**src/rtl/acc_stack_if.sv**
```systemverilog
// Accumulator/stack bus: ALU write, push/pop controls and status.
// Shared by acc_stack (slave) and its driver (master).
interface acc_stack_if #(
    parameter int WIDTH = 16,
    parameter int DEPTH = 8
);
    localparam int LW = $clog2(DEPTH + 1);

    logic             acc_alu_io_rw;
    logic [WIDTH-1:0] alu2acc;
    logic             push;
    logic             pop;
    logic             err_clr;
    logic [WIDTH-1:0] acc_data;
    logic [LW-1:0]    stk_level;
    logic             stk_full;
    logic             stk_empty;
    logic             stk_err;

    modport master (
        output acc_alu_io_rw, alu2acc, push, pop, err_clr,
        input  acc_data, stk_level, stk_full, stk_empty, stk_err
    );

    modport slave (
        input  acc_alu_io_rw, alu2acc, push, pop, err_clr,
        output acc_data, stk_level, stk_full, stk_empty, stk_err
    );
endinterface

```
**src/rtl/acc_stack.sv**
```systemverilog
// Accumulator with a LIFO save stack; push/pop/exchange against ACC.
// Define ACC_STACK_ERR_EN for the sticky overflow/underflow flag.
module acc_stack #(
    parameter int WIDTH = 16,
    parameter int DEPTH = 8
) (
    input  logic         clk,
    input  logic         rst_n,
    acc_stack_if.slave   bus
);
    localparam int LW = $clog2(DEPTH + 1);
    localparam int IW = (DEPTH > 1) ? $clog2(DEPTH) : 1;

    logic [WIDTH-1:0] acc_q;
    logic [WIDTH-1:0] acc_d;
    logic [LW-1:0]    lvl_q;
    logic [LW-1:0]    lvl_d;
    logic [WIDTH-1:0] mem [DEPTH];

    logic             full;
    logic             empty;
    logic             do_push;
    logic             do_pop;
    logic             do_xchg;
    logic             err_ev;
    logic             mem_we;
    logic [IW-1:0]    wr_idx;
    logic [IW-1:0]    top_idx;
    logic [WIDTH-1:0] top_val;

    assign full    = (lvl_q == LW'(DEPTH));
    assign empty   = (lvl_q == '0);
    assign do_push = bus.push & ~bus.pop & ~full;
    assign do_pop  = bus.pop & ~bus.push & ~empty;
    assign do_xchg = bus.push & bus.pop & ~empty;
    assign err_ev  = (bus.push & ~bus.pop & full)
                   | (bus.pop & empty);

    assign top_idx = IW'(lvl_q - LW'(1));
    assign top_val = mem[top_idx];

    always_comb begin
        acc_d  = acc_q;
        lvl_d  = lvl_q;
        mem_we = 1'b0;
        wr_idx = IW'(lvl_q);
        unique case (1'b1)
            do_push: begin
                mem_we = 1'b1;
                lvl_d  = lvl_q + LW'(1);
            end
            do_pop: begin
                acc_d = top_val;
                lvl_d = lvl_q - LW'(1);
            end
            do_xchg: begin
                mem_we = 1'b1;
                wr_idx = top_idx;
                acc_d  = top_val;
            end
            default: ;
        endcase
        // ALU write overrides any stack-sourced ACC value
        if (bus.acc_alu_io_rw)
            acc_d = bus.alu2acc;
    end

    always_ff @(posedge clk or negedge rst_n) begin
        if (!rst_n) begin
            acc_q <= '0;
            lvl_q <= '0;
        end else begin
            acc_q <= acc_d;
            lvl_q <= lvl_d;
        end
    end

    always_ff @(posedge clk) begin
        if (mem_we)
            mem[wr_idx] <= acc_q;
    end

`ifdef ACC_STACK_ERR_EN
    logic err_q;

    always_ff @(posedge clk or negedge rst_n) begin
        if (!rst_n)
            err_q <= 1'b0;
        else if (err_ev)
            err_q <= 1'b1;
        else if (bus.err_clr)
            err_q <= 1'b0;
    end

    assign bus.stk_err = err_q;
`else
    logic unused_err;
    assign unused_err  = err_ev ^ bus.err_clr;
    assign bus.stk_err = 1'b0;
`endif

    assign bus.acc_data  = acc_q;
    assign bus.stk_level = lvl_q;
    assign bus.stk_full  = full;
    assign bus.stk_empty = empty;
endmodule

```
**src/flat_wrapper.sv**
```systemverilog
// flat-port wrapper written by rule: the top's interface ports become plain ports
module acc_stack_flat 
#(
    parameter int WIDTH = 16,
    parameter int DEPTH = 8
)
  (clk, rst_n, bus_acc_alu_io_rw, bus_alu2acc, bus_push, bus_pop, bus_err_clr, bus_acc_data, bus_stk_level, bus_stk_full, bus_stk_empty, bus_stk_err);
  acc_stack_if #(.WIDTH(WIDTH), .DEPTH(DEPTH)) bus_i ();
  input  logic clk;
  input  logic rst_n;
  input wire logic [$bits(bus_i.acc_alu_io_rw)-1:0] bus_acc_alu_io_rw;
  input wire logic [$bits(bus_i.alu2acc)-1:0] bus_alu2acc;
  input wire logic [$bits(bus_i.push)-1:0] bus_push;
  input wire logic [$bits(bus_i.pop)-1:0] bus_pop;
  input wire logic [$bits(bus_i.err_clr)-1:0] bus_err_clr;
  output wire logic [$bits(bus_i.acc_data)-1:0] bus_acc_data;
  output wire logic [$bits(bus_i.stk_level)-1:0] bus_stk_level;
  output wire logic [$bits(bus_i.stk_full)-1:0] bus_stk_full;
  output wire logic [$bits(bus_i.stk_empty)-1:0] bus_stk_empty;
  output wire logic [$bits(bus_i.stk_err)-1:0] bus_stk_err;
  assign bus_i.acc_alu_io_rw = bus_acc_alu_io_rw;
  assign bus_i.alu2acc = bus_alu2acc;
  assign bus_i.push = bus_push;
  assign bus_i.pop = bus_pop;
  assign bus_i.err_clr = bus_err_clr;
  assign bus_acc_data = bus_i.acc_data;
  assign bus_stk_level = bus_i.stk_level;
  assign bus_stk_full = bus_i.stk_full;
  assign bus_stk_empty = bus_i.stk_empty;
  assign bus_stk_err = bus_i.stk_err;
  acc_stack #(.WIDTH(WIDTH), .DEPTH(DEPTH)) u_core (.clk(clk), .rst_n(rst_n), .bus(bus_i));
endmodule
```
**config.mk**
```make
export PLATFORM = sky130hd
export DESIGN_NAME = acc_stack_flat
export DESIGN_NICKNAME = d
export VERILOG_FILES = /design/src/rtl/acc_stack_if.sv /design/src/rtl/acc_stack.sv /design/src/flat_wrapper.sv
export SDC_FILE = /design/constraint.sdc
export NUM_CORES = 1
export LEC_CHECK = 0
export CAP_MARGIN = 20
export CORE_MARGIN = 4
export CORE_UTILIZATION = 55
export CTS_BUF_LIST = sky130_fd_sc_hd__clkbuf_8 sky130_fd_sc_hd__clkbuf_16
export DETAILED_ROUTE_END_ITERATION = 12
export GPL_TIMING_DRIVEN = 0
export PLACE_DENSITY_LB_ADDON = 0.2
export SETUP_SLACK_MARGIN = 0.5
export SLEW_MARGIN = 20
export SYNTH_ARGS = -nofsm -noshare
export SYNTH_HDL_FRONTEND = slang
export SYNTH_SLANG_ARGS = --single-unit
export TNS_END_PERCENT = 100
```
**constraint.sdc**
```tcl
create_clock -name clk -period 4.3 [get_ports clk]
set_clock_uncertainty 0.2 [all_clocks]
set_input_delay 1.075 -clock clk [delete_from_list [all_inputs] [get_ports clk]]
set_output_delay 1.075 -clock clk [all_outputs]
set_load 0.005 [all_outputs]
```
==> out/results.ini, run 1 <==
[grt]
grt_use_total = 0.229
globalRoute.totalOverflow = 0
grt_antenna_before_repair = 0
grt_max_degree = 21
grt_pass1_wl_um = 21500
grt_pass1_vias = 3866

[power]
p_total_uw = 5980
share_clk_of_total_power = 0.270
power_switching_uw = 1970
power.combinational.fraction = 0.363
power.sequential.fraction = 0.367
power_per_cell_area_nw_per_um2 = 795
intPower_uw = 4000
swShare = 0.330
peakVddDrop_v = 0.000435
leakagePower_uw = 0.00270

[detailed_routing]
route.detailed.wl_per_inst_um = 23.5
route.antenna.remaining_nets = 0
first_iter_violations = 283
wire_length_after_detailed_routing_um = 14000
post_drt_via_cell_ratio = 6.13
via_count = 3651
dr.pass1.iters = 5
drcViolationCount = 0

[timing]
rsz_0062_raised_after_global_routing = no
timing.hold.ws_ns = 0.349
fraction_of_the_cycle_the_final_worst_path_needs = 0.857
worst_rel_slew_slack = 0.580
setup_tns_ns = 0
final_critical_period_ns = 3.69
maxSlewViolCount = 0
clock.fmax_ghz = 0.271
tightestPinTransition_ns = 0.627
finalHoldViolCount = 0
finalSetupViolCount = 0

[die]
initial_core_util = 0.565
chipWidth_um = 114
design.die.area_um2 = 12900
pin_count = 45
rows = 38
die-height_um = 114
std_cell_core_area_um2 = 10900

[clock_network]
tritoncts_num_sinks = 148
worst_skew_pair.late_latency_ns = 0.53
cts_max_level = 4
postCtsHoldBufs = 0
cts_tree = done
clk_root_buffer_cell = sky130_fd_sc_hd__clkbuf_8
numCtsBuffers = 17
worst_path_clk_slew_ns = 0.06
clock_path_buffers = 2

[setup_path]
cp-start-kind = flop
critPathCaptureType = primary output
crit_start = u_core.bus.stk_level[0]
timing.critical_path.required_ns = 3.02
worst_path_cell_with_the_longest_stage_delay = sky130_fd_sc_hd__clkdlybuf4s50_1
critical_path.cell_chain = buf_4 > inv_2 > ha_2 > or3b_1 > buf_6 > inv_1 > clkdlybuf4s50_1
crit_fanout = 9
ff2ff_setup_slack_ns = 0.89
max_stage_delay_ns = 0.49
path_class = flop to primary output
critPathCapture = bus_stk_empty
reg2regPathDepth = 10
worst-endpoint-arrival_ns = 2.41
r2r_start = u_core.bus.stk_level[1]
r2r_end = u_core.mem[4][13]

[synthesis]
yosys_warnings = 0
synth-edff-count = 128
synth_top_cells_by_area = sky130_fd_sc_hd__edfxtp_1, sky130_fd_sc_hd__dfrtp_1, sky130_fd_sc_hd__mux2_2, sky130_fd_sc_hd__mux2i_1, sky130_fd_sc_hd__a22o_1
synthesis.nets = 400
synth-seq-cells = 148
postSynthCellCount = 376
synth.cell_area_um2 = 6150
synth_top_area_cell = sky130_fd_sc_hd__edfxtp_1
async_reset_ff_frac = 0.135
post-synth-top-area-fraction = 0.625
yosys.cell_types.count = 48
syn-mean-instance-area_um2 = 16.4
dominantRegCellSynth = sky130_fd_sc_hd__edfxtp_1
seq_area_frac_synth = 0.706

[placement]
port_buffers = 39
gp_congestion = 0.887
detailedPlacementHpwl_um = 8680
detailed_place.area_um2 = 6860

[final_layout]
drive_above_1_share = 0.250
total_area_of_multi_input_combinational_cells_um2 = 1640
final_core_utilization = 0.691
area_grow_syn2layout_pct = 22.2
antenna-diode-count = 0
final_design_area_no_fill_um2 = 7520
fillers = 738
fin_nets = 467
sequential_cell_area_um2 = 4340

[run]
max-cap-violations = 0

[min_path]
worstHoldPathType = primary input to async pin

[outcome]
run_status = complete, no violations

[critical path, delay by kind of cell, from the launching register on]
family	cells	cell delay, ns
simple gates	1	0.37
flops	1	0.38
buf+inv	5	0.95
fa+ha+maj	1	0.19
[kinds of logic (layout without fill, tap and decap cells)]
logic type               after synthesis  count (layout)  share of synthesized area
flip-flops                           148             148                      0.706
AO/OA/AOI/OAI                         88              88                      0.108
multiplexers                          64              64                      0.111
AND/OR/NAND/NOR                       38              38                     0.0333
buffers and inverters                 31             111                     0.0309
XOR/XNOR                               4               4                    0.00691
adder cells (fa/ha/maj)                2               2                    0.00407
other                                  1               1                   0.000609
[area by class of cell]
| type | count | share of cell area |
|---|---|---|
| inverters | 6 | 0.00300 |
| repair buffers | 48 | 0.0682 |
| plain buffers | 25 | 0.0226 |
| clock inverters | 14 | 0.0298 |
| well taps | 140 | 0.0233 |
| multi-input cells | 197 | 0.218 |
| flip-flops and latches | 148 | 0.578 |
| clock buffers | 18 | 0.0569 |
[timing repair]
| item | CTS | global route |
|---|---|---|
| resized for setup | 1 | 4 |
| setup endpoints to repair | 1 | 1 |
| buffers inserted | 0 | 1 |
[synth_stat cells, types with 3 or more instances]
master,instances
sky130_fd_sc_hd__mux2i_1,32
sky130_fd_sc_hd__nor2b_1,4
sky130_fd_sc_hd__nand2_1,5
sky130_fd_sc_hd__buf_2,11
sky130_fd_sc_hd__a21oi_1,3
sky130_fd_sc_hd__and2_1,3
sky130_fd_sc_hd__nor2_1,10
sky130_fd_sc_hd__dfrtp_1,20
sky130_fd_sc_hd__inv_1,6
sky130_fd_sc_hd__a22o_1,15
sky130_fd_sc_hd__buf_4,10
sky130_fd_sc_hd__mux2_2,32
sky130_fd_sc_hd__buf_6,3
sky130_fd_sc_hd__edfxtp_1,128
sky130_fd_sc_hd__a22oi_1,17
sky130_fd_sc_hd__o22ai_1,20
sky130_fd_sc_hd__o31ai_1,16
[state kept, by name, indices dropped and copies added, names as in the netlist]
name                  flops
u_core.bus.acc_data      16
u_core.mem              128
u_core.bus.stk_level      4
[cell usage in the layout (no fill, tap or decap), types with 3 or more instances in the layout]
| master | instances |
|---|---|
| sky130_fd_sc_hd__dfrtp_1 | 20 |
| sky130_fd_sc_hd__inv_1 | 4 |
| sky130_fd_sc_hd__clkdlybuf4s50_1 | 38 |
| sky130_fd_sc_hd__bufinv_16 | 5 |
| sky130_fd_sc_hd__mux2_2 | 32 |
| sky130_fd_sc_hd__nor2_1 | 4 |
| sky130_fd_sc_hd__a22o_1 | 15 |
| sky130_fd_sc_hd__edfxtp_1 | 128 |
| sky130_fd_sc_hd__mux2i_1 | 32 |
| sky130_fd_sc_hd__and2_1 | 3 |
| sky130_fd_sc_hd__nand2_1 | 5 |
| sky130_fd_sc_hd__buf_2 | 11 |
| sky130_fd_sc_hd__inv_6 | 3 |
| sky130_fd_sc_hd__o31ai_1 | 16 |
| sky130_fd_sc_hd__o22ai_1 | 20 |
| sky130_fd_sc_hd__nor2_2 | 7 |
| sky130_fd_sc_hd__clkbuf_16 | 16 |
| sky130_fd_sc_hd__buf_4 | 12 |
| sky130_fd_sc_hd__buf_6 | 3 |
| sky130_fd_sc_hd__a22oi_1 | 17 |
| sky130_fd_sc_hd__a21oi_1 | 3 |
| sky130_fd_sc_hd__buf_8 | 8 |
[worst min path at each step]
| stage | cells after the start | slack, ns | endpoint | start |
|---|---|---|---|---|
| finish | 1 | 0.35 | u_core.bus.stk_level[3] | rst_n |
| global route | 1 | 0.37 | u_core.bus.acc_data[2] | rst_n |
| CTS | 1 | 0.34 | u_core.bus.stk_level[0] | rst_n |
| detailed placement | 2 | 0.42 | u_core.bus.stk_level[3] | u_core.bus.stk_level[3] |
| global placement | 0 | 0.41 | u_core.mem[6][2] | u_core.bus.acc_data[2] |
| floorplan | 0 | 0.38 | u_core.mem[0][0] | u_core.bus.acc_data[0] |
[stage by stage]
stage,setup WS (ns),cells
4_1_cts,0.546,595
6_report,0.613,596
2_1_floorplan,1.12,376
3_3_place_gp,0.342,555
3_5_place_dp,0.904,563
5_1_grt,0.524,596
[layer usage]
metal | part of all wire | vias up | track usage
li1 | - | 1639 | -
met1 | 0.40 | 1849 | 0.286
met2 | 0.51 | 138 | 0.391
met3 | 0.063 | 25 | 0.0541
met4 | 0.020 | 0 | 0.0831
met5 | 0 | - | 0
[power groups by stage]
| stage | registers [uW] | clock network [uW] | logic (uW) |
|---|---|---|---|
| floorplan | 2160 | 0 | 1410 |
| global placement | 2200 | 0 | 2030 |
| detailed placement | 2220 | 0 | 2130 |
| CTS | 2190 | 1630 | 2170 |
| global route | 2240 | 1700 | 2310 |
| finish | 2190 | 1610 | 2170 |
Note: power is estimated with default switching activity, not from simulation.
==> run 2, diff against run 1 <==
--- a/config.mk
+++ b/config.mk
@@ -5,13 +5,14 @@
 export SDC_FILE = /design/constraint.sdc
 export NUM_CORES = 1
 export LEC_CHECK = 0
-export CAP_MARGIN = 20
+export CAP_MARGIN = 0
 export CORE_MARGIN = 4
 export CORE_UTILIZATION = 55
 export CTS_BUF_LIST = sky130_fd_sc_hd__clkbuf_8 sky130_fd_sc_hd__clkbuf_16
 export DETAILED_ROUTE_END_ITERATION = 12
 export GPL_TIMING_DRIVEN = 0
 export PLACE_DENSITY_LB_ADDON = 0.2
+export REMOVE_ABC_BUFFERS = 1
 export SETUP_SLACK_MARGIN = 0.5
 export SLEW_MARGIN = 20
 export SYNTH_ARGS = -nofsm -noshare
==> run 2 against run 1 <==
- non-clock buffer count decreased by 21
- final area decreased by 2.9%
- die area unchanged
- total power decreased by 7.2%
- clock-buffer cell count decreased by 1
- fmax increased by 0.54%
- final cell count decreased by 3.5%
- core utilization decreased by 2.0 points
- highest routed layer unchanged
==> out/results.ini, run 2 (synthesized netlist as in run 1, its figures left out) <==
[outcome]
run_status = complete, no violations

[die]
pin_count = 45  ; unchanged
rows = 38  ; unchanged
design.die.area_um2 = 12900  ; unchanged
std_cell_core_area_um2 = 10900  ; unchanged
chipWidth_um = 114  ; unchanged
initial_core_util = 0.565  ; unchanged
die-height_um = 114  ; unchanged

[grt]
grt_use_total = 0.212  ; -0.0170
grt_max_degree = 48  ; +130%
grt_antenna_before_repair = 0  ; unchanged
grt_pass1_vias = 3652  ; -5.5%
grt_pass1_wl_um = 20300  ; -5.8%
globalRoute.totalOverflow = 0  ; unchanged

[clock_network]
cts_max_level = 4  ; unchanged
clock_path_buffers = 2  ; unchanged
cts_tree = done
numCtsBuffers = 17  ; unchanged
worst_path_clk_slew_ns = 0.07  ; about the same
cts.repair_timing.setup_buffer_count = 0  ; unchanged
clk_root_buffer_cell = sky130_fd_sc_hd__clkbuf_8
worst_skew_pair.late_latency_ns = 0.52  ; about the same
tritoncts_num_sinks = 148  ; unchanged

[power]
peakVddDrop_v = 0.000533  ; +23%
power_switching_uw = 1880  ; -4.9%
power_per_cell_area_nw_per_um2 = 760  ; -4.4%
intPower_uw = 3670  ; -8.4%
swShare = 0.338  ; +0.00823
power.sequential.fraction = 0.401  ; +0.034
leakagePower_uw = 0.00256  ; -5.1%
power.combinational.fraction = 0.359  ; -0.004
share_clk_of_total_power = 0.239  ; -0.031

[timing]
worst_rel_slew_slack = 0.297  ; -0.283
finalHoldViolCount = 0  ; unchanged
tightestPinTransition_ns = 1.05  ; +0.423 ns
finalSetupViolCount = 0  ; unchanged
maxSlewViolCount = 0  ; unchanged
rsz_0062_raised_after_global_routing = no
clock.fmax_ghz = 0.273  ; +0.54%
setup_tns_ns = 0  ; unchanged
timing.hold.ws_ns = 0.367  ; +0.0185 ns
final_critical_period_ns = 3.67  ; -0.0198 ns
fraction_of_the_cycle_the_final_worst_path_needs = 0.853  ; -0.00461

[detailed_routing]
dr.pass1.iters = 4  ; -1
post_drt_via_cell_ratio = 6.07  ; -0.86%
wire_length_after_detailed_routing_um = 12900  ; -7.9%
drcViolationCount = 0  ; unchanged
first_iter_violations = 275  ; -2.8%
via_count = 3492  ; -4.4%
route.antenna.remaining_nets = 0  ; unchanged
route.detailed.wl_per_inst_um = 22.4  ; -4.5%

[setup_path]
path_class = flop to primary output
critPathCaptureType = primary output
r2r_start = u_core.bus.stk_level[1]
cp-start-kind = flop
worst-endpoint-arrival_ns = 2.39  ; -0.02 ns
crit_start = u_core.bus.stk_level[1]
timing.critical_path.required_ns = 3.02  ; about the same
crit_fanout = 12  ; +3

[final_layout]
max_reg_flops = 128  ; unchanged
mostFrequentLayoutCell = sky130_fd_sc_hd__edfxtp_1
area_grow_syn2layout_pct = 18.6
final_design_area_no_fill_um2 = 7300  ; -2.9%
registers.top_by_ff_count = u_core.mem
fin_nets = 446  ; -4.5%
drive_above_1_share = 0.214  ; -0.0362
layout_common_cells = sky130_fd_sc_hd__edfxtp_1, sky130_fd_sc_hd__clkdlybuf4s50_1, sky130_fd_sc_hd__mux2i_1, sky130_fd_sc_hd__mux2_2, sky130_fd_sc_hd__o22ai_1
final_core_utilization = 0.670  ; -0.0203
antenna-diode-count = 0  ; unchanged

[min_path]
worstHoldPathType = primary input to async pin

[placement]
gp_congestion = 0.792  ; -11%
detailedPlacementHpwl_um = 7560  ; -13%
port_buffers = 42  ; +7.7%
detailed_place.area_um2 = 6760  ; -1.4%

[run]
max-cap-violations = 0  ; unchanged

## run 2: worst max-delay path: stages, from the launching register on
cell                              delay [ns]
sky130_fd_sc_hd__dfrtp_1                0.48
sky130_fd_sc_hd__inv_2                  0.16
sky130_fd_sc_hd__ha_4                   0.23
sky130_fd_sc_hd__or3b_4                 0.44
sky130_fd_sc_hd__inv_1                  0.07
sky130_fd_sc_hd__clkdlybuf4s50_1        0.49
## run 2: final timing paths
check                                                to  slack (ns)  depth (start not counted)
worst max-delay path                      bus_stk_empty        0.63                          5
max in group asynchronous       u_core.bus.stk_level[0]        3.09                          1
worst min-delay path            u_core.bus.stk_level[3]        0.37                          1
worst max register to register         u_core.mem[6][6]        1.29                          7
min in group clk                u_core.bus.stk_level[0]        0.44                          1
worst min register to register  u_core.bus.stk_level[0]        0.44                          1
## run 2: stage by stage
step / power (uW) / setup WS (ns) / std cells
after detailed placement: 4240 / 0.389 / 543
after global routing: 5830 / 0.520 / 575
after floorplan: 3500 / -0.197 / 351
final: 5550 / 0.633 / 575
after CTS: 5570 / 0.524 / 575
after global placement: 4120 / -1.87 / 533
## run 2: power by group through the flow
stage	Sequential, uW	Combinational, uW	Clock, uW
final	2230	1990	1330
after global routing	2270	2150	1420
after CTS	2230	2000	1340
after detailed placement	2250	1990	0
after global placement	2230	1900	0
after floorplan	2180	1320	0
## run 2: cell type report
cell class | instances | area [um2]
Tap cell | 140 | 175
Inverter | 6 | 22.5
Multi-Input combinational cell | 197 | 1660
Sequential cell | 148 | 4350
Clock inverter | 15 | 124
Fill cell | 749 | 3590
Clock buffer | 17 | 414
Timing Repair Buffer | 52 | 559
## run 2: timing repair
action | 4_1_cts | 5_1_grt
endpoints found under the setup margin | 1 | 1
hold buffers | 0 | 0
resized for setup | 2 | 2
hold endpoints to repair | 0 | 0
## run 2: metal layers
layer | share of wire | global-route usage | vias up
met3 | 0.047 | 0.0398 | 23
met5 | 0 | 0 | -
met4 | 0.016 | 0.0784 | 0
met1 | 0.43 | 0.289 | 1767
met2 | 0.50 | 0.343 | 107
li1 | - | - | 1595
==> run 3, diff against run 2 <==
--- a/config.mk
+++ b/config.mk
@@ -6,15 +6,16 @@
 export NUM_CORES = 1
 export LEC_CHECK = 0
 export CAP_MARGIN = 0
+export CELL_PAD_IN_SITES_DETAIL_PLACEMENT = 2
+export CELL_PAD_IN_SITES_GLOBAL_PLACEMENT = 2
 export CORE_MARGIN = 4
-export CORE_UTILIZATION = 55
+export CORE_UTILIZATION = 43
 export CTS_BUF_LIST = sky130_fd_sc_hd__clkbuf_8 sky130_fd_sc_hd__clkbuf_16
 export DETAILED_ROUTE_END_ITERATION = 12
 export GPL_TIMING_DRIVEN = 0
 export PLACE_DENSITY_LB_ADDON = 0.2
 export REMOVE_ABC_BUFFERS = 1
 export SETUP_SLACK_MARGIN = 0.5
-export SLEW_MARGIN = 20
 export SYNTH_ARGS = -nofsm -noshare
 export SYNTH_HDL_FRONTEND = slang
 export SYNTH_SLANG_ARGS = --single-unit
==> run 3 against run 2 <==
- register-to-register slack worse by 0.54 ns
- via count up 5.0%
- critical path depth unchanged
- global-route usage up 2.2 points
- sequential cell count unchanged
- largest power group unchanged
- highest routed layer unchanged
==> out/results.ini, run 3 (synthesized netlist as in run 1, its figures left out) <==
[clock_network]
clk_root_buffer_cell = sky130_fd_sc_hd__clkbuf_16
worst_skew_pair.late_latency_ns = 0.43  ; -0.09 ns
tritoncts_num_sinks = 148  ; unchanged
cts_tree = done
cts.repair_timing.setup_buffer_count = 0  ; unchanged
numCtsBuffers = 17  ; unchanged
worst_path_clk_slew_ns = 0.06  ; about the same
cts_max_level = 4  ; unchanged
clock_path_buffers = 2  ; unchanged
postCtsHoldBufs = 0  ; unchanged

[die]
pin_count = 45  ; unchanged
design.die.area_um2 = 16300  ; +26%
initial_core_util = 0.442  ; -0.124
std_cell_core_area_um2 = 13900  ; +28%
rows = 43  ; +13%
chipWidth_um = 128  ; +12%
die-height_um = 128  ; +12%

[power]
peakVddDrop_v = 0.000542  ; +1.8%
intPower_uw = 3880  ; +5.8%
power_switching_uw = 2060  ; +9.8%
share_clk_of_total_power = 0.252  ; +0.013
power.combinational.fraction = 0.366  ; +0.007
swShare = 0.347  ; +0.00833
power_per_cell_area_nw_per_um2 = 796  ; +4.7%
leakagePower_uw = 0.00262  ; +2.3%
power.sequential.fraction = 0.382  ; -0.019

[setup_path]
critical_path.cell_chain = inv_2 > ha_4 > or3b_4 > inv_1 > clkdlybuf4s50_1
cp-start-kind = flop
reg2regPathDepth = 8  ; +1
timing.critical_path.required_ns = 3.02  ; about the same
path_class = flop to primary output
worst_path_cell_with_the_longest_stage_delay = sky130_fd_sc_hd__clkdlybuf4s50_1
critPathCaptureType = primary output
crit_fanout = 12  ; unchanged
max_stage_delay_ns = 0.52  ; +0.03 ns
worst-endpoint-arrival_ns = 2.42  ; +0.03 ns

[grt]
grt_max_degree = 40  ; -17%
grt_antenna_before_repair = 0  ; unchanged
grt_pass1_wl_um = 27100  ; +34%
grt_pass1_vias = 4239  ; +16%
globalRoute.totalOverflow = 0  ; unchanged
grt_use_total = 0.234  ; +0.0221

[detailed_routing]
detailroute.wirelength.met3_um = 806  ; +32%
route.detailed.wl_per_inst_um = 29.1  ; +30%
wire_length_after_detailed_routing_um = 17900  ; +39%
drt-met1-wl_um = 7080  ; +27%
post_drt_via_cell_ratio = 5.96  ; -1.8%
dr.pass1.iters = 5  ; +1
top_layer_used_by_detailed_routing = met4
via_count = 3667  ; +5.0%
detailroute.wirelength.met2_um = 9630  ; +49%
route.antenna.remaining_nets = 0  ; unchanged
first_iter_violations = 330  ; +20%
drcViolationCount = 0  ; unchanged

[final_layout]
layout_common_cells = sky130_fd_sc_hd__edfxtp_1, sky130_fd_sc_hd__clkdlybuf4s50_1, sky130_fd_sc_hd__mux2i_1, sky130_fd_sc_hd__mux2_2, sky130_fd_sc_hd__o22ai_1
antenna-diode-count = 0  ; unchanged
drive_above_1_share = 0.209  ; -0.00460
registers.top_by_ff_count = u_core.mem
mostFrequentLayoutCell = sky130_fd_sc_hd__edfxtp_1
fin_nets = 446  ; unchanged
fillers = 1224  ; +63%
final_design_area_no_fill_um2 = 7470  ; +2.3%
fin_cells = 615  ; +7.0%
area_grow_syn2layout_pct = 21.4
max_reg_flops = 128  ; unchanged

[placement]
port_buffers = 42  ; unchanged
detailed_place.area_um2 = 6880  ; +1.8%
place.detailed.instances = 583  ; +7.4%
place_ws_ns = 0.256  ; -0.134 ns
detailedPlacementHpwl_um = 9930  ; +31%
gp_congestion = 0.708  ; -11%

[timing]
finalHoldViolCount = 0  ; unchanged
tightestPinTransition_ns = 1.10  ; +0.0518 ns
maxSlewViolCount = 0  ; unchanged
worst_rel_slew_slack = 0.263  ; -0.0345
clock.fmax_ghz = 0.270  ; -0.89%
timing.hold.ws_ns = 0.453  ; +0.0856 ns
fraction_of_the_cycle_the_final_worst_path_needs = 0.860  ; +0.00763
finalSetupViolCount = 0  ; unchanged
rsz_0062_raised_after_global_routing = no
final_critical_period_ns = 3.70  ; +0.0328 ns
final.setup.worst_slack_ns = 0.600  ; -0.0328 ns

[run]
max-cap-violations = 0  ; unchanged

[outcome]
run_status = complete, no violations

[min_path]
worstHoldPathType = primary input to async pin

run 3: cell count changes in the layout (fill, tap and decap cells not counted), sizes merged:
cell	delta
inv	-6
clkbuf	+4
bufinv	+2
clkinv	+1
clkinvlp	-1
run 3: what timing repair did:
| item | in CTS | in global routing |
|---|---|---|
| gates resized for setup | 3 | 1 |
| endpoints found under the setup margin | 1 | 9 |
| endpoints found under the hold margin | 0 | 0 |
run 3: through the flow:
step | total power, uW | utilization | setup TNS [ns]
floorplan | 3500 | - | -12.17
global placement | 4150 | 0.476 | -218.75
detailed placement | 4410 | 0.494 | 0
CTS | 6000 | 0.536 | 0
global route | 6220 | 0.536 | 0
finish | 5940 | 0.536 | 0
run 3: cell type report:
type                       instances  area (um2)  share of cell area
clock buffer                      21         480              0.0643
sequential                       148        4350               0.582
tap                              180         225              0.0302
clock inverter                    11         110              0.0147
inverter                           6        22.5             0.00302
multi-input combinational        197        1660               0.222
timing repair buffer              52         628              0.0841
run 3: worst max-delay path, delay by kind of cell, from the launching register on:
| kind | cells | cell delay [ns] |
|---|---|---|
| simple gates | 1 | 0.45 |
| buf+inv | 3 | 0.79 |
| flops | 1 | 0.50 |
| fa+ha+maj | 1 | 0.26 |
run 3: per-layer routing:
metal,up-vias,global-route usage
li1,1590,-
met1,1950,0.285
met2,102,0.404
met3,25,0.0585
met4,0,0.0830
met5,-,0
run 3: power groups by stage:
| stage | Sequential, uW | Combinational [uW] | Clock [uW] |
|---|---|---|---|
| after floorplan | 2180 | 1320 | 0 |
| after global placement | 2240 | 1920 | 0 |
| after detailed placement | 2280 | 2130 | 0 |
| after CTS | 2270 | 2200 | 1520 |
| after global routing | 2320 | 2320 | 1590 |
| final | 2270 | 2180 | 1500 |
run 3: path summary, 6_finish.rpt:
kind / from / slack, ns / to
worst max-delay path: u_core.bus.stk_level[1] / 0.60 / bus_stk_empty
worst min-delay path: rst_n / 0.45 / u_core.bus.stk_level[1]
worst max register to register: u_core.bus.stk_level[1] / 0.75 / u_core.mem[0][1]
worst min register to register: u_core.bus.acc_data[15] / 0.46 / u_core.mem[4][15]
max in group asynchronous: rst_n / 3.00 / u_core.bus.stk_level[0]
min in group clk: u_core.bus.acc_data[15] / 0.46 / u_core.mem[4][15]
==> variant: new RTL, settings of run 2 <==
Build with the macro `ACC_STACK_ERR_EN` defined.
--- a/src/rtl/acc_stack.sv
+++ b/src/rtl/acc_stack.sv
@@ -2,2 +2,4 @@
 // Define ACC_STACK_ERR_EN for the sticky overflow/underflow flag.
+`define ACC_STACK_ERR_EN
+
 module acc_stack #(
Behaviour: not the same (a bounded check fails within 4 cycles, from zero or initial values and one cycle with rst_n low).
==> variant against run 2 <==
  * Total power is 4.4% higher
  * Cell area is 2.0% higher
  * Setup slack hardly changed
  * Utilization is 1.0 points higher
  * Cell count is 0.35% higher
  * Sequential cell count is 1 higher
  * Routed wire length is 1.7% higher
  * Synthesized area is 0.41% higher
  * Largest cell class unchanged
==> variant: results (changes against run 2) <==
| Metric | Value |
|---|---|
| Status | `finished clean (unchanged)` |
| Flop-to-flop setup slack | `1.12 ns (was 1.29 ns)` |
| Largest net degree at the start of global routing | `47 (was 48)` |
| Reg-to-reg endpoint | `u_core.mem[4][15]$_DFFE_PP_ (was u_core.mem[6][6]$_DFFE_PP_)` |
| Post-DR vias/cell | `6.21 (was 6.07)` |
| Global-route wire length before repair | `20200 um (was 20300 um)` |
| Post-synth ARST share | `14.1% (was 13.5%)` |
| Vias in the first global route | `3612 (was 3652)` |
| Post-CTS setup buffer count | `0 (unchanged)` |
| RD Place Congestion | `0.757 (was 0.792)` |
| EDFF count, synth | `128 (unchanged)` |
| Critical path peak fanout | `13 (was 12)` |
| Max incr delay on CP | `0.49 ns (about the same)` |
| Top cells by area, synth | `edfxtp_1 (62%), dfrtp_1 (8.5%), mux2_2 (5.8%) (was edfxtp_1 (62%), dfrtp_1 (8.1%), mux2_2 (5.9%))` |
| Layout fillers | `770 (was 749)` |
| PortBufs | `44 (was 42)` |
| Yosys cell types | `44 (was 48)` |
| Iteration-0 DRC Markers | `284 (was 275)` |
| List of most frequent post-synthesis cells | `edfxtp_1 (128), mux2i_1 (33), mux2_2 (32), dfrtp_1 (21), o22ai_1 (21) (was edfxtp_1 (128), mux2_2 (32), mux2i_1 (32), dfrtp_1 (20), o22ai_1 (20))` |
| Total GRT Usage | `21.0% (was 21.2%)` |
| Sequential cell area fraction in the yosys report | `70.7% (was 70.6%)` |
| Slowest cell on the critical path | `dfrtp_1 (was clkdlybuf4s50_1)` |
| Clock Latency Late Sink | `0.41 ns (was 0.52 ns)` |
| Drt first pass iters | `5 (was 4)` |
| MaxCap Viol Count | `0 (unchanged)` |
| Worst-path clk slew | `roughly 0.06 ns` |
| Final nets | `448 (was 446)` |
| Area after DPL | `0.00684 mm2 (was 0.00676 mm2)` |
| Hold Path Class | `reg -> reg (was in -> async)` |
| Leakage | `0.00261 uW (was 0.00256 uW)` |
| CTS Root Cell | `clkbuf_16 (was clkbuf_8)` |
[variant: final cells by class]
class / instances / area (um2) / share of cell area, %
inverter: 6 / 22.5 / 0.303
timing repair buffer: 54 / 583 / 7.83
sequential: 149 / 4370 / 58.7
clock inverter: 12 / 139 / 1.87
clock buffer: 20 / 467 / 6.27
multi-input combinational: 196 / 1690 / 22.7
tap: 140 / 175 / 2.35
[variant: cells by family after synthesis]
kind of cell	synth area share [%]
AOI/OAI and AO/OA	11.3
xor gates and xnor gates	0.567
adders and majority gates	0.405
buffers and inverters	2.55
DFF	70.7
muxes	11.2
and+or+nand+nor	3.28
[variant: through the flow]
step / setup slack [ns] / cells
global route: 0.551 / 577
global placement: -1.83 / 535
finish: 0.634 / 577
floorplan: -0.193 / 351
CTS: 0.557 / 577
detailed placement: 0.342 / 545
[variant: critical path, delay by kind of cell (launching register included)]
kind	cells	cell delay, ns
adder cells (fa/ha/maj)	1	0.26
buffers and inverters	3	0.77
flip-flops	1	0.49
AND/OR/NAND/NOR	1	0.46
[variant: report_power, final]
part           internal [uW]  switching (uW)
Sequential              1990             262
Clock                    949             540
Combinational            984            1070
[variant: worst max-delay path by stage]
stage	from	endpoint	slack, ns
floorplan	u_core.bus.stk_level[0]$_DFFE_PN0P_	u_core.mem[0][0]$_DFFE_PP_	-0.19
global placement	u_core.bus.stk_level[0]$_DFFE_PN0P_	u_core.mem[0][13]$_DFFE_PP_	-1.83
detailed placement	bus_pop	u_core.mem[6][13]$_DFFE_PP_	0.34
CTS	u_core.bus.stk_level[0]$_DFFE_PN0P_	bus_stk_empty	0.56
global route	u_core.bus.stk_level[0]$_DFFE_PN0P_	bus_stk_empty	0.55
finish	u_core.bus.stk_level[1]$_DFFE_PN0P_	bus_stk_empty	0.63
[variant: routing by layer]
| layer | GRT usage, % | share of wire (%) | vias up | routed length, um |
|---|---|---|---|---|
| li1 | - | - | 1606 | - |
| met1 | 28.5 | 43 | 1830 | 5660 |
| met2 | 33.8 | 50 | 126 | 6540 |
| met3 | 5.52 | 5.2 | 19 | 684 |
| met4 | 6.02 | 1.7 | 0 | 217 |
| met5 | 0 | 0 | - | 0 |
